### src/rtl/mult_datapath.sv
// Register/arithmetic datapath for the signed add-shift multiplier.
// Holds the sign bit X, the accumulator A and the multiplier/product-low register B.
module mult_datapath #(
    parameter int WIDTH = 8
) (
    input  logic             Clk,
    input  logic             Reset,
    input  logic             Reset_c,
    input  logic             Clr_Ld,
    input  logic             Add,
    input  logic             Fn,
    input  logic             Shift_En,
    input  logic [WIDTH-1:0] S,
    output logic             X,
    output logic [WIDTH-1:0] Aval,
    output logic [WIDTH-1:0] Bval,
    output logic             M
);

    logic             x_r;
    logic [WIDTH-1:0] a_r;
    logic [WIDTH-1:0] b_r;
    logic             x_s;
    logic [WIDTH-1:0] a_s;
    logic [WIDTH-1:0] b_s;
    logic [WIDTH:0]   sum_s;

    // Sign-extended add, or subtract by inverting S and injecting Fn as carry-in.
    function automatic logic [WIDTH:0] addsub(
        input logic [WIDTH-1:0] a,
        input logic [WIDTH-1:0] s,
        input logic             fn
    );
        logic [WIDTH:0] s_ext;
        s_ext = {s[WIDTH-1], s} ^ {(WIDTH+1){fn}};
        return {a[WIDTH-1], a} + s_ext + {{WIDTH{1'b0}}, fn};
    endfunction

    // Next-state selection with fixed strobe priority.
    always_comb begin
        x_s   = x_r;
        a_s   = a_r;
        b_s   = b_r;
        sum_s = addsub(a_r, S, Fn);
        if (Reset_c) begin
            x_s = 1'b0;
            a_s = {WIDTH{1'b0}};
            b_s = {WIDTH{1'b0}};
        end else if (Clr_Ld) begin
            x_s = 1'b0;
            a_s = {WIDTH{1'b0}};
            b_s = S;
        end else if (Add) begin
            x_s = sum_s[WIDTH];
            a_s = sum_s[WIDTH-1:0];
        end else if (Shift_En) begin
            // X stays put so the product is sign-extended as it shifts down.
            a_s = {x_r, a_r[WIDTH-1:1]};
            b_s = {a_r[0], b_r[WIDTH-1:1]};
        end else begin
            x_s = x_r;
        end
    end

    // State registers with asynchronous clear.
    always_ff @(posedge Clk or posedge Reset) begin
        if (Reset) begin
            x_r <= 1'b0;
            a_r <= {WIDTH{1'b0}};
            b_r <= {WIDTH{1'b0}};
        end else begin
            x_r <= x_s;
            a_r <= a_s;
            b_r <= b_s;
        end
    end

    assign X    = x_r;
    assign Aval = a_r;
    assign Bval = b_r;
    assign M    = b_r[0];

endmodule
### config.mk
export PLATFORM = sky130hd
export DESIGN_NAME = mult_datapath
export DESIGN_NICKNAME = d
export VERILOG_FILES = /design/src/rtl/mult_datapath.sv
export SDC_FILE = /design/constraint.sdc
export NUM_CORES = 1
export LEC_CHECK = 0
export ABC_CLOCK_PERIOD_IN_PS = 2300
export CAP_MARGIN = 10
export CORE_ASPECT_RATIO = 1.4
export CORE_MARGIN = 1.5
export CORE_UTILIZATION = 49
export DETAILED_ROUTE_END_ITERATION = 10
export GPL_TIMING_DRIVEN = 0
export PLACE_DENSITY = 0.87
export SYNTH_ARGS = -nofsm -noshare
export SYNTH_HDL_FRONTEND = slang
export SYNTH_SLANG_ARGS = --single-unit
### constraint.sdc
create_clock -name Clk -period 2.3 [get_ports Clk]
set_input_delay 0.69 -clock Clk [delete_from_list [all_inputs] [get_ports Clk]]
set_output_delay 0.69 -clock Clk [all_outputs]
set_load 0.005 [all_outputs]
== Yosys cells after proc, flatten, opt, wreduce, memory -nomap -nowiden ==
Cells that the tools add are included.

* Bits in writable memories: 0
* Output and inout port bits: 18
* Bits in latches: 0
* Memories kept: 0
* ROM bits: 0
* Register bits after elaboration: 17
* Word-level logic and storage cells: 22
* Input port bits: 15

* Equality and inequality tests: 1
* Add/subtract/negate cells: 2
* Divide/modulo/power cells: 0
* Reduce and logical (&&, ||, !) cells: 4
* Order comparisons: 0
* Shift operators: 0
* Multiplexer cells: 11
* Bitwise operators: 1
* $mul: 0

{| class="wikitable"
|+ Operator list
! operator !! count
|-
| 8-bit 2-to-1 mux || 8
|-
| 9-bit by 1-bit adder with 9-bit output || 1
|-
| 9-bit adder || 1
|-
| 9-bit bitwise XOR || 1
|-
| 3-bit nonzero test || 2
|-
| 4-bit nonzero test || 1
|-
| 1-bit 2-to-1 mux || 3
|-
| 3-bit inequality test, second input constant || 1
|-
| 2-bit AND reduction || 1
|}

== Depth between registers and ports, before layout ==
* Word-level depth: 6
* Gate-level depth with buffers: 8
* Depth with buffers taken out: 7

== Worst setup path before layout ==
Ideal clock, no wire load.

* Path type: input-to-reg
* From: in Fn
* To: reg x_r (netlist: X)
* Data required time: 2.212 ns
* Slack: -0.056 ns
* Data arrival time: 2.268 ns
* Library setup time: 0.088 ns
* Stages on the path: 8
* Path buffers: 1
* Cells stage by stage: buf_2 > mux2i_1 > inv_1 > fa_1 > a21o_1 > a21oi_1 > o21ai_0 > a41oi_1

* Word-level cells in the longest chain between the ends: 6

{| class="wikitable"
|+ Ends and longest elaborated chain
! element !! line !! RTL
|-
| start, declared || 11 || <nowiki>input logic Fn,</nowiki>
|-
| 9-bit bitwise XOR || 35 || <nowiki>s_ext = {s[WIDTH-1], s} ^ {(WIDTH+1){fn}};</nowiki>
|-
| 9-bit adder || 36 || <nowiki>return {a[WIDTH-1], a} + s_ext + {{WIDTH{1'b0}}, fn};</nowiki>
|-
| 9-bit by 1-bit adder with 9-bit output * || 36 ||
|-
| 1-bit 2-to-1 mux * || 53 || <nowiki>end else if (Add) begin</nowiki>
|-
| 1-bit 2-to-1 mux * || 49 || <nowiki>end else if (Clr_Ld) begin</nowiki>
|-
| 1-bit 2-to-1 mux * || 45 || <nowiki>if (Reset_c) begin</nowiki>
|-
| end signal, assigned || 72 || <nowiki>x_r <= x_s;</nowiki>
|-
| end, declared || 20 || <nowiki>logic x_r;</nowiki>
|}

Every way passes the cells marked *; elsewhere a longest branch is shown, timed or not. The select of a mux whose other input is x is not followed.
A chain may end at the register's enable or synchronous reset.

== Worst setup path after layout ==
* From: in S[1]
* To: reg x_r (netlist: X)

* Word-level cells in the longest chain between the ends: 6

{| class="wikitable"
|+ Ends and longest elaborated chain
! element !! line !! RTL
|-
| start, declared || 13 || <nowiki>input logic [WIDTH-1:0] S,</nowiki>
|-
| 9-bit bitwise XOR || 35 ||
|-
| 9-bit adder || 36 ||
|-
| 9-bit by 1-bit adder with 9-bit output || 36 ||
|-
| 1-bit 2-to-1 mux || 53 ||
|-
| 1-bit 2-to-1 mux || 49 ||
|-
| 1-bit 2-to-1 mux || 45 ||
|}

No other way between the ends. The select of a mux whose other input is x is not followed.

==> impl_summary.md <==
Timing
The hold slack is 0.525 ns. The final number of hold-violating endpoints came to 0. Setup violations remaining at the end of the flow were counted as 0.

Derived from the worst setup path, the maximum achievable clock frequency is 445 MHz. Dividing the final minimum period by the clock period gives 97.6%. For the finished layout, the period the worst path requires is 2.25 ns.

The final worst slack is 0.0542 ns. The max-slew violation total from the final report is 0. At the pin with the least slew margin, the transition time is 0.675 ns. Headroom to the max-slew limit came out at 55.0%. Clock skew on the completed layout was measured at 0.0128 ns.

Worst hold path
The min-delay analysis places its worst path in the category flip-flop to flip-flop. The worst hold path was traced through 2 stages.

Final layout
After filler insertion, the fill cell instance count of the layout stands at 204. In the final design database the tool counted 200 nets. The post-route netlist has 19.0% of its cells at a drive strength greater than 1. The post-layout instance count excluding filler cells is 210.

The final core area utilization is 69.3%. The library cell used most frequently in the layout, excluding fill and tap cells, is clkdlybuf4s50_1. 0 antenna diodes ended up in the layout. The library cells used most frequently in the layout, excluding fill and tap cells, are 24 x clkdlybuf4s50_1, 17 x dfrtp_1, 12 x mux2i_1, 12 x nand2_1, 9 x a21oi_1. The area growth from synthesis to layout is 35.6%.

Clock tree
After clock tree synthesis, the clock-pin slew on the worst setup and hold paths is 0.12 ns. The worst-case clock buffer depth is 2. The clock sink count is 17. The cell sitting at the root of the clock tree is a clkbuf_4.

The clock network latency to the later pin of the worst-skew pair is 0.32 ns. The maximum level of the CTS H-tree is 1. In this run, CTS created clock tree buffers numbering 3. The hold buffer count at CTS is 0.

The TritonCTS clock tree is done.

Logic synthesis
Synthesis produced a netlist whose cell count is 140. Summed over all instances, the cell type with the most area after synthesis is dfrtp_1. Sorting the synthesized cells by area gives the leading types as dfrtp_1 32%, mux2i_1 9.8%, ha_1 8.5%. The number of different library cells in the post-synthesis netlist is 38.

Among all flip-flop cells after synthesis, the most frequent one is dfrtp_1. The synthesized area per cell is 9.45 µm². The proportion of register bits with asynchronous set or reset after synthesis is 100%. The number of enable-type register cells in the synthesized netlist is 0. The number of nets handed over by synthesis was 165. In this run the biggest area consumer among cell types represents 32.2% of the synthesized area. The register area share after synthesis is 32.2%. The post-synthesis cell area is 1320 µm². In this run, synthesis produced a sequential element count of 17. The Yosys step of the flow raised 0 warnings.

Power
The ratio of total power to cell area is 464 nW/µm². The leakage power summed over all cells is 0.811 nW. The worst vdd rail ir drop is 341 µV.

Route
The post-detailed-routing wire length is 3.54 mm. The number of iterations in the first detailed-routing pass is 5. The final route contains 1,236 vias. Using the TritonRoute via totals, the vias-per-cell ratio works out to 5.89. Dividing the detail-routed wire length by the instance count gives 16.9 µm. The detailed-route DRC error count is 0. The number of routed nets with antenna violations is 0. In this run, the number of DRC markers left after iteration 0 of detailed routing was 58.

Setup path
The maximum fanout count along the critical path is 4. By startpoint and endpoint, the worst setup path is classified as input pin to flip-flop. STA classifies the critical path endpoint as a flip-flop.

The worst register-to-register path has a depth of 7. STA classifies the critical path startpoint as an input pin. The data arrival at the endpoint of the critical path is 2.48 ns.

The endpoint required time on the critical path is 2.54 ns.

Placed design
The worst slack at placement is -0.642 ns. The instance count after placement with tap cells included is 203. The HPWL after detailed placement is 2.50 mm. The global placer's final weighted congestion is 0.855. The number of port buffers is 27.

Floorplanning
From bottom edge to top edge, the die measures 64.5 µm. 33 I/O pins were placed. The die covers 3020 µm². The die extent in x is 46.9 µm. The number of rows created at floorplan is 22.

The initial utilization of the core area, before any placement, comes to 51.1%. The placeable core region is 2590 µm².

Flow run
Max-cap violations in this run came to 0.

Status
The run finished with clean final reports.

GRT
The via count of the first global-routing pass is 1,284. The first global-routing pass estimated 5.71 mm of wire. The overall global routing resource usage is 25.8%.

The pin count of the biggest net entering global routing is 18. The number of antenna violations at the first check in global routing is 0. After global routing the overflow that remains totals 0.
## power by group
group          internal [mW]  switching, mW  total (mW)
combinational          0.157          0.153       0.311
sequential             0.318         0.0220       0.340
clock                 0.0652          0.116       0.181
## area by class of cell
| cell class | instances | area, µm² | area share (%) |
|---|---|---|---|
| Inverter | 5 | 18.8 | 1.05 |
| Buffer | 9 | 73.8 | 4.12 |
| Tap cell | 36 | 45.0 | 2.51 |
| Timing Repair Buffer | 30 | 297 | 16.5 |
| Sequential cell | 17 | 425 | 23.7 |
| Clock inverter | 1 | 5.00 | 0.279 |
| Clock buffer | 3 | 22.5 | 1.26 |
| Multi-Input combinational cell | 109 | 906 | 50.5 |
## metal layers
layer | GRT usage [%] | part of all wire [%]
met4 | 14.6 | 4.1
met2 | 43.0 | 52
met3 | 3.06 | 5.2
met1 | 30.2 | 38
met5 | 0 | 0
## worst paths after layout
path                                     startpoint  slack, ns             endpoint
worst min-delay path            Bval[0]$_DFFE_PP0P_       0.52  Bval[0]$_DFFE_PP0P_
min in group asynchronous                     Reset       0.75  Bval[3]$_DFFE_PP0P_
max in group asynchronous                     Reset       1.11  Bval[4]$_DFFE_PP0P_
worst max-delay path                           S[1]       0.05        X$_DFFE_PP0P_
worst max register to register  Aval[0]$_DFFE_PP0P_       0.35        X$_DFFE_PP0P_
worst min register to register  Bval[0]$_DFFE_PP0P_       0.52  Bval[0]$_DFFE_PP0P_
## flip-flops by register name, indices dropped and copies added (netlist names)
name / count
Aval: 8
Bval: 8
X: 1
## kinds of logic (layout without fill, tap and decap cells)
logic type                 Yosys count  count (layout)  share of synthesized area (%)
adders and majority gates           10              10                           10.0
AOI/OAI and AO/OA                   37              37                           18.7
buffers and inverters               14              48                           7.00
and+or+nand+nor                     36              36                           13.1
xor gates and xnor gates            10              10                           6.62
DFF                                 17              17                           32.2
muxes                               16              16                           12.4
## critical path: stages
cell	delay, ns
clkdlybuf4s50_1	0.46
xor2_2	0.19
fa_2	0.40
a21o_1	0.20
a21oi_4	0.20
o21ai_0	0.13
a41oi_1	0.20
## what timing repair did
| action | in CTS | in global routing |
|---|---|---|
| cloned | 0 | 0 |
| buffers inserted | 2 | 1 |
| pin swaps | 4 | 6 |
| setup endpoints to repair | 4 | 4 |
| gates resized for setup | 8 | 11 |
## metrics by stage
| stage | setup TNS (ns) | cell area [µm²] | total power, mW |
|---|---|---|---|
| detailed placement | -2.81 | 1640 | 0.604 |
| floorplan | 0 | 1330 | 0.505 |
| global placement | -2.53 | 1640 | 0.594 |
| CTS | 0 | 1720 | 0.790 |
| finish | 0 | 1790 | 0.831 |
| global route | -0.0101 | 1790 | 0.867 |
## cell usage after synthesis, types with 2 or more instances
library cell	instances
mux2i_1	13
a211oi_1	2
mux2_2	3
ha_1	9
nor2_1	7
buf_4	3
nand2_1	12
buf_6	3
o21ai_0	6
buf_2	2
nand3_1	5
nor3_1	2
xor2_1	9
inv_1	5
or3_1	2
a21oi_1	11
o31ai_1	8
a21o_1	2
dfrtp_1	17
Note: power is estimated with default switching activity, not from simulation.
